File: src/rtl/uart_pkg.sv
// uart_pkg: FSM state encoding, CR/LF byte constants and default tx_done timeout for the echo path.
// The LF_START/LF_WAIT states exist only when CRLF_EXPAND_EN is defined.
package uart_pkg;
    localparam logic [7:0] CR = 8'h0D;
    localparam logic [7:0] LF = 8'h0A;
    localparam int TIMEOUT_CYC_DEF = 200000;
`ifdef CRLF_EXPAND_EN
    typedef enum logic [2:0] {IDLE, LOAD, START, WAIT, LF_START, LF_WAIT} state_e;
`else
    typedef enum logic [1:0] {IDLE, LOAD, START, WAIT} state_e;
`endif
endpackage

File: src/rtl/sync_fifo.sv
// sync_fifo: single-clock FIFO with wrap-bit pointers and a registered occupancy count.
// A push while full is accepted when a pop lands on the same edge.
module sync_fifo #(
    parameter int DEPTH = 16,
    parameter int W = 8,
    localparam int AW = $clog2(DEPTH)
) (
    input  logic         clk,
    input  logic         rst,
    input  logic         push_i,
    input  logic         pop_i,
    input  logic [W-1:0] din_i,
    output logic [W-1:0] dout_o,
    output logic         full_o,
    output logic         empty_o,
    output logic [AW:0]  count_o
);
    logic [W-1:0] mem_q [DEPTH];
    logic [AW:0] wr_q, rd_q, wr_d, rd_d, count_q;
    logic do_push, do_pop;

    assign empty_o = wr_q == rd_q;
    assign full_o = (wr_q[AW] != rd_q[AW]) && (wr_q[AW-1:0] == rd_q[AW-1:0]);
    assign do_pop = pop_i && !empty_o;
    assign do_push = push_i && (!full_o || do_pop);
    assign dout_o = mem_q[rd_q[AW-1:0]];
    assign count_o = count_q;

    always_comb begin
        wr_d = wr_q + (AW+1)'(do_push);
        rd_d = rd_q + (AW+1)'(do_pop);
    end

    always_ff @(posedge clk)
        if (do_push) mem_q[wr_q[AW-1:0]] <= din_i;

    always_ff @(posedge clk or negedge rst)
        if (!rst) begin
            wr_q <= '0;
            rd_q <= '0;
            count_q <= '0;
        end else begin
            wr_q <= wr_d;
            rd_q <= rd_d;
            count_q <= wr_d - rd_d;
        end
endmodule

File: src/rtl/uart_echo_fifo.sv
// uart_echo_fifo: buffers UART rx bytes and replays them to the transmitter with a start/done handshake.
// Define CRLF_EXPAND_EN to follow every transmitted 0x0D with an extra 0x0A frame.
module uart_echo_fifo
    import uart_pkg::*;
#(
    parameter int DEPTH = 16,
    parameter int TIMEOUT_CYC = TIMEOUT_CYC_DEF,
    localparam int AW = $clog2(DEPTH)
) (
    input  logic        clk,
    input  logic        rst,
    input  logic [7:0]  rx_data,
    input  logic        rx_done,
    input  logic        tx_done,
    output logic        tx_start,
    output logic [7:0]  tx_data,
    output logic [AW:0] fifo_count,
    output logic        overflow,
    output logic        timeout
);
    localparam int TW = $clog2(TIMEOUT_CYC + 1);

    state_e state_q;
    logic tx_start_q, overflow_q, timeout_q;
    logic [7:0] tx_data_q;
    logic [TW-1:0] timer_q;
    logic [7:0] fifo_dout;
    logic full, empty, pop;

    assign pop = state_q == LOAD;
    assign tx_start = tx_start_q;
    assign tx_data = tx_data_q;
    assign overflow = overflow_q;
    assign timeout = timeout_q;

    sync_fifo #(.DEPTH(DEPTH), .W(8)) u_fifo (
        .clk(clk),
        .rst(rst),
        .push_i(rx_done),
        .pop_i(pop),
        .din_i(rx_data),
        .dout_o(fifo_dout),
        .full_o(full),
        .empty_o(empty),
        .count_o(fifo_count)
    );

    always_ff @(posedge clk or negedge rst)
        if (!rst) begin
            state_q <= IDLE;
            tx_start_q <= 1'b0;
            tx_data_q <= 8'h00;
            timer_q <= '0;
            overflow_q <= 1'b0;
            timeout_q <= 1'b0;
        end else begin
            tx_start_q <= 1'b0;
            if (rx_done && full && !pop) overflow_q <= 1'b1;
            case (state_q)
                IDLE: if (!empty) state_q <= LOAD;
                LOAD: begin
                    tx_data_q <= fifo_dout;
                    tx_start_q <= 1'b1;
                    state_q <= START;
                end
                START: begin
                    timer_q <= '0;
                    state_q <= WAIT;
                end
`ifdef CRLF_EXPAND_EN
                LF_START: begin
                    timer_q <= '0;
                    state_q <= LF_WAIT;
                end
                WAIT, LF_WAIT:
`else
                WAIT:
`endif
                    if (tx_done) begin
`ifdef CRLF_EXPAND_EN
                        if (state_q == WAIT && tx_data_q == CR) begin
                            tx_data_q <= LF;
                            tx_start_q <= 1'b1;
                            state_q <= LF_START;
                        end else
`endif
                        state_q <= IDLE;
                    end else if (timer_q == TW'(TIMEOUT_CYC - 1)) begin
                        // frame abandoned; move on to the next buffered byte
                        timeout_q <= 1'b1;
                        state_q <= IDLE;
                    end else begin
                        timer_q <= timer_q + 1'b1;
                    end
                default: state_q <= IDLE;
            endcase
        end
endmodule

File: config.mk
export PLATFORM = sky130hd
export DESIGN_NAME = uart_echo_fifo
export DESIGN_NICKNAME = d
export VERILOG_FILES = /design/src/rtl/uart_pkg.sv /design/src/rtl/sync_fifo.sv /design/src/rtl/uart_echo_fifo.sv
export SDC_FILE = /design/constraint.sdc
export NUM_CORES = 1
export LEC_CHECK = 0
export BUFFER_PORTS_ARGS = -buffer_cell sky130_fd_sc_hd__buf_2
export CORE_UTILIZATION = 55
export CTS_BUF_LIST = sky130_fd_sc_hd__clkbuf_4 sky130_fd_sc_hd__clkbuf_8 sky130_fd_sc_hd__clkbuf_16
export DETAILED_ROUTE_END_ITERATION = 8
export PLACE_DENSITY = 0.78
export SYNTH_ARGS = -nofsm -noshare
export SYNTH_HDL_FRONTEND = slang
export SYNTH_SLANG_ARGS = --single-unit
File: constraint.sdc
create_clock -name clk -period 3.76 [get_ports clk]
set_clock_uncertainty 0.2 [all_clocks]
set_input_delay 0.564 -clock clk [delete_from_list [all_inputs] [get_ports clk]]
set_output_delay 0.564 -clock clk [all_outputs]
set_load 0.02 [all_outputs]
# [Yosys cells after proc, flatten, opt, wreduce, memory -nomap -nowiden]
# Memory sizes are Yosys's and may differ from the RTL's. A register that Yosys moved wholly into a read port is not among the register bits.
# Cells that the tools add are included.
# Widths: inputs -> output; s select.
[totals] inputBits=12 out_inout_bits=16 n_memories=1 wordCells=50 ramBits=128 reg_bits=38
[mem_list] memory="u_fifo.mem_q" words=16 width=8 rd=1 rd_clocked_by_memory_dff=1 write_ports=1 line_no="sync_fifo.sv:18" source="logic [W-1:0] mem_q [DEPTH];"
[classes] mux=10 addsub=4 n_eq_ne=11 bitwise_logic=1 reduce_logical=15
[op_table] op="$mux 18" count=2
[op_table] op="$pmux 18 s2" count=1
[op_table] op="$add 18x1->18 const B" count=1
[op_table] op="$eq 18x18->1 const B" count=1
[op_table] op="$add 5x1->5" count=2
[op_table] op="$pmux 2 s4" count=1
[op_table] op="$mux 2" count=3
[op_table] op="$ne 2x2->1 const B" count=3
[op_table] op="$reduce_and 3->1" count=2
[op_table] op="$eq 5x5->1" count=1
[op_table] op="$logic_and 1x1->1" count=5
[op_table] op="$sub 5x5->5" count=1
[op_table] op="$eq 2x2->1 const B" count=2
[op_table] op="$eq 4x4->1" count=1
[op_table] op="$logic_not 1->1" count=4
[op_table] op="$mux 1" count=3
[op_table] op="$ne 3x3->1 const B" count=1
[op_table] op="$eq 2x1->1 const B" count=1
[op_table] op="$logic_not 2->1" count=1
[op_table] op="$reduce_and 2->1" count=1
[op_table] op="$reduce_bool 2->1" count=1
[op_table] op="$logic_or 1x1->1" count=1
[op_table] op="$ne 1x1->1" count=1
[op_table] op="$not 1->1" count=1

# [Depth between registers and ports, before layout]
[logic_depth] depth_word=7 ltp_mapped=14 ltp_nobuf=13

# [Modules after synthesis]
# A second synthesis with hierarchy kept.
[unflattened] cells_unflattened=471 area_unflattened_um2=7564.8
[modules_own_cells] mod="sync_fifo" n_inst=1 seq_area_each_um2=4219.0 cells_per_inst=324 area_per_inst_um2=5972.0
[modules_own_cells] mod="uart_echo_fifo" n_inst=1 seq_area_each_um2=775.7 cells_per_inst=147 area_per_inst_um2=1592.8

# [Least setup slack after synthesis]
# OpenSTA, ideal clock, no wires.
[synth_timing] path_kind="flip-flop to flip-flop" from="register u_fifo.rd_q[1]" to="register u_fifo.count_q[4], in the netlist u_fifo.count_o[4]" setup_time_ps=80 arrival_time_ps=3016 stages_incl_launch_ff=13 slack_ps=464 n_path_buf=1 synth_period_minus_slack_ps=3296 required_time_ps=3480 path_cell_list="dfrtp_1 > clkbuf_1 > xnor2_1 > nand4_1 > o31ai_1 > inv_1 > ha_1 > ha_1 > fa_1 > a21o_1 > a21oi_1 > xnor2_1 > xnor2_1"
[synth_via] elab_chain_len=7 word_cells_on_any_way=11 cone_classes="3 x add/sub; 2 x eq/ne; 6 x reduce/logical"
[synth_rtl] element="start: declaration" line_no="sync_fifo.sv:19" source="logic [AW:0] wr_q, rd_q, wr_d, rd_d, count_q;"
[synth_rtl] element="start signal: assignment" line_no="sync_fifo.sv:44" source="rd_q <= rd_d;"
[synth_rtl] element="$eq 5x5->1 or $eq 4x4->1 (tied branches)" line_no="sync_fifo.sv:22, sync_fifo.sv:23"
[synth_rtl] element="$logic_not 1->1 or $logic_and 1x1->1 (tied branches)" line_no="sync_fifo.sv:24, sync_fifo.sv:23"
[synth_rtl] element="$logic_and 1x1->1 or $logic_not 1->1 (tied branches)" line_no="sync_fifo.sv:24, sync_fifo.sv:25"
[synth_rtl] element="$logic_or 1x1->1 *" line_no="sync_fifo.sv:25" source="assign do_push = push_i && (!full_o || do_pop);"
[synth_rtl] element="$logic_and 1x1->1 *" line_no="sync_fifo.sv:25"
[synth_rtl] element="$add 5x1->5 *" line_no="sync_fifo.sv:30" source="wr_d = wr_q + (AW+1)'(do_push);"
[synth_rtl] element="via u_fifo.wr_d[1]" line_no="sync_fifo.sv:19"
[synth_rtl] element="$sub 5x5->5 *" line_no="sync_fifo.sv:45" source="count_q <= wr_d - rd_d;"
[synth_rtl] element="end signal: assignment" line_no="sync_fifo.sv:45"
[synth_rtl] element="end: declaration" line_no="sync_fifo.sv:19"
# The timed path passes the listed nets; every way through them passes the cells marked *.
# A chain may end at the register's enable or synchronous reset.

# [Worst setup path after layout]
[layout_timing] from="register u_fifo.wr_q[2]" to="register u_fifo.count_q[4], in the netlist u_fifo.count_o[4]"
[layout_via] elab_chain_len=7 word_cells_on_any_way=11 cone_classes="3 x add/sub; 2 x eq/ne; 6 x reduce/logical"
[layout_rtl] element="start: declaration" line_no="sync_fifo.sv:19"
[layout_rtl] element="start signal: assignment" line_no="sync_fifo.sv:43" source="wr_q <= wr_d;"
[layout_rtl] element="$eq 5x5->1 or $eq 4x4->1 (tied branches)" line_no="sync_fifo.sv:22, sync_fifo.sv:23"
[layout_rtl] element="$logic_not 1->1 or $logic_and 1x1->1 (tied branches)" line_no="sync_fifo.sv:24, sync_fifo.sv:23"
[layout_rtl] element="$logic_and 1x1->1 or $logic_not 1->1 (tied branches)" line_no="sync_fifo.sv:24, sync_fifo.sv:25"
[layout_rtl] element="$logic_or 1x1->1 *" line_no="sync_fifo.sv:25"
[layout_rtl] element="$logic_and 1x1->1 *" line_no="sync_fifo.sv:25"
[layout_rtl] element="$add 5x1->5 *" line_no="sync_fifo.sv:30"
[layout_rtl] element="via u_fifo.wr_d[1]" line_no="sync_fifo.sv:19"
[layout_rtl] element="$sub 5x5->5 *" line_no="sync_fifo.sv:45"
# Marks and branches as above.

==> summary.txt <==
Status
  – Status: finished, final reports clean

Detailed routing
  – Vias/cell: ~6
  – Post-route ant nets: 0
  – Post-Route WL: 13500 microns
  – Wirelength per Cell: 20.5 microns
  – Drt drc: 0
  – DR iter-0 viols: 427
  – DRT Pass-1 Iters: 5
  – Vias: 3966

Pwr
  – Clock power frac: 26.9%
  – Overall Power: about 6.3 mW
  – Logic pwr share: 32.5%
  – Leakage: slightly above 3 nW
  – Psw: between 2 and 2.5 mW
  – Sw Ratio: 32.5%
  – Sequential power share: 40.6%
  – Peak VDD IR: a little over 0.0004 V
  – PD cells: 774 nW/um^2
  – Pint: 4.28 mW

Finish
  – Fillers: 895
  – Area of the multi-input gates: 2120 sq um
  – Final net count: 502
  – Sequential cell area: 5000 sq um
  – Share of cells above drive strength 1: 22.2%
  – Area grow syn2layout: 12.8%

CTS
  – CTS tree: done
  – CTS root buf: clkbuf_16
  – Longest Clk Path Bufs: 2
  – Post-CTS resize count: 0
  – Clk Latency, worst-skew pair: 0.43 ns
  – TritonCTS buffer count: 17
  – Post-CTS setup buffer count: 0
  – Hold buffers post-CTS: 0
  – Number of H-tree levels: 4
  – Clock Pin Slew Worst Setup and Hold Paths: 0.06 ns
  – Clk sinks: 174

Yosys
  – Post-Synthesis Cells: 436
  – Syn nets: 463
  – Top_reg_cell synth: edfxtp_1
  – Syn. warnings: 0
  – EDFF count, synth: 128
  – Top-area cell type share of the netlist area: between 50% and 60%
  – Largest cells by area after synthesis: edfxtp_1 (53%), dfrtp_1 (16%), mux4_2 (9.9%)
  – Post-synth top area cell: edfxtp_1
  – Post-Synthesis Cell Area: approximately 7300 sq um
  – Yosys reg bits: roughly 170
  – Avg Inst Size Synth: 16.6 sq um
  – Sequential fraction of the synthesis area: 68.9%
  – Commonest cells in the netlist: edfxtp_1 (128), dfrtp_1 (46), mux4_2 (32), mux2i_1 (25), nor2_1 (23)
  – Asr flop ratio synth: 26.4%
  – Most frequent cell after synthesis: edfxtp_1
  – Distinct cells, synth: 46

Setup path
  – Critical Path Start Type: flip-flop
  – Worst EP arrival: 3.51 ns
  – Critical path type: flip-flop to flip-flop
  – Critical Path Sink Type: flip-flop
  – Critical path startpoint: u_fifo.wr_q[2]
  – WP data required: 3.91 ns
  – Worst R2R Start: u_fifo.wr_q[2]
  – Crit Path Max Fanout: 11

Floorplan
  – IO Pins: 28
  – Die extent in x: 117 microns
  – Placeable Area: 12700 sq um
  – Die area: 13600 sq um
  – Die Y: 117 microns
  – Row cnt: 41
  – Starting density of the core: 57.0%

Timing
  – Max Slew Vio Count: 0
  – Final period utilization: 89.3%
  – Slew @ Worst Pin: 1.03 ns
  – Post-layout worst setup margin: approximately 0.4 ns
  – Final setup violation count: 0
  – Rel. slew slack: 31.3%
  – Clock period minus worst slack: 3.36 ns
  – Final Hold Fails: 0
  – Post-Route Setup TNS: 0 ns
  – RSZ-0062 raised after global routing: no
  – Fmax: 0.298 GHz

Worst hold path
  – Hold Path Class: input port to async pin

Job
  – Max-Cap Viols: 0

Global route
  – Pin count of the biggest net entering global routing: 47
  – Global route overflow: 0
  – First-pass GRT wire length: 21100 microns
  – Initial antenna violation count: 1
  – Vias in the first global route: 3990
  – GR Util All Layers: 22.1%

Placement
  – Buffers added on ports: 27
  – Post-place setup slack: 0.473 ns
  – HPWL after detailed placement: 8330 microns
  – Routability Congestion: 0.811
per-layer routing:
metal	GRT usage, %	routed length, microns	vias up
met5	0	0	-
met4	12.1	354	0
met3	5.41	714	26
met2	34.9	6810	130
met1	28.5	5660	2037
li1	-	-	1773
kinds of logic after synthesis:
logic type / share of synthesized area [%]
AOI/OAI and AO/OA: 4.59
and+or+nand+nor: 6.52
DFF: 68.9
buffers and inverters: 1.83
muxes: 13.5
xor gates and xnor gates: 1.93
adders and majority gates: 2.69
power groups by stage:
stage | clock network, mW | registers (mW) | logic [mW]
4_1_cts | 1.73 | 2.57 | 2.09
3_5_place_dp | 0 | 2.61 | 2.06
5_1_grt | 1.81 | 2.60 | 2.26
3_3_place_gp | 0 | 2.59 | 1.99
6_report | 1.70 | 2.57 | 2.06
2_1_floorplan | 0 | 2.63 | 1.50
per-stage QoR:
step,utilization [%],cells,hold WS [ns],area [sq um]
finish,64.3,660,0.121,8180
global route,64.3,659,0.164,8180
CTS,64.3,659,0.149,8180
detailed placement,59.8,628,0.247,7600
global placement,59.8,628,0.236,7600
floorplan,-,436,0.0684,7250
registers in the layout, indices dropped and copies added (netlist names):
| register | count |
|---|---|
| tx_start | 1 |
| u_fifo.mem_q | 128 |
| u_fifo.wr_q | 5 |
| tx_data | 8 |
| timer_q | 18 |
| u_fifo.rd_q | 5 |
| u_fifo.count_o | 5 |
| overflow | 1 |
| timeout | 1 |
| state_q | 2 |
critical path, stage by stage, from the launching register on:
cell and delay, ns:
dfrtp_1 0.56, xnor2_1 0.17, nand4_1 0.16, o31ai_1 0.25, buf_4 0.19, inv_1 0.07
ha_1 0.19, ha_1 0.34, fa_1 0.48, a21o_1 0.20, a21oi_1 0.17, xnor2_1 0.15
xnor2_1 0.13
cell type report:
class	instances	share of cell area (%)
sequential	174	61.1
multi-input combinational	231	26.0
tap	172	2.63
clock inverter	13	1.71
timing repair buffer	39	2.75
antenna	1	0.0306
clock buffer	18	5.29
inverter	12	0.551
path summary, 6_finish.rpt:
| kind | cells past startpoint | slack (ns) | to |
|---|---|---|---|
| min | 1 | 0.12 | u_fifo.wr_q[4] |
| max | 12 | 0.40 | u_fifo.count_o[4] |
| min reg2reg | 1 | 0.26 | overflow |
| min in group clk | 2 | 0.17 | overflow |
| max reg2reg | 12 | 0.40 | u_fifo.count_o[4] |
| max in group asynchronous | 1 | 2.54 | u_fifo.rd_q[0] |
cells in the final DEF, fill, tap and decap left out, types with 3 or more instances in the layout:
cell type  count
dfrtp_1       45
nand3_1        7
clkbuf_16     17
buf_2         27
a21oi_1       22
inv_1         11
nor2_1        23
nand2b_1       4
mux4_2        32
buf_4         12
edfxtp_1     128
and3_1         3
nand3b_1       4
a21o_1         9
nand2_1       19
nand4_1        7
nor3_1         9
clkinv_2       4
ha_1          14
o211ai_1       4
xnor2_1       13
xor2_1         3
mux2i_1       25
o21ai_0       10
(Power assumes the default switching activity.)
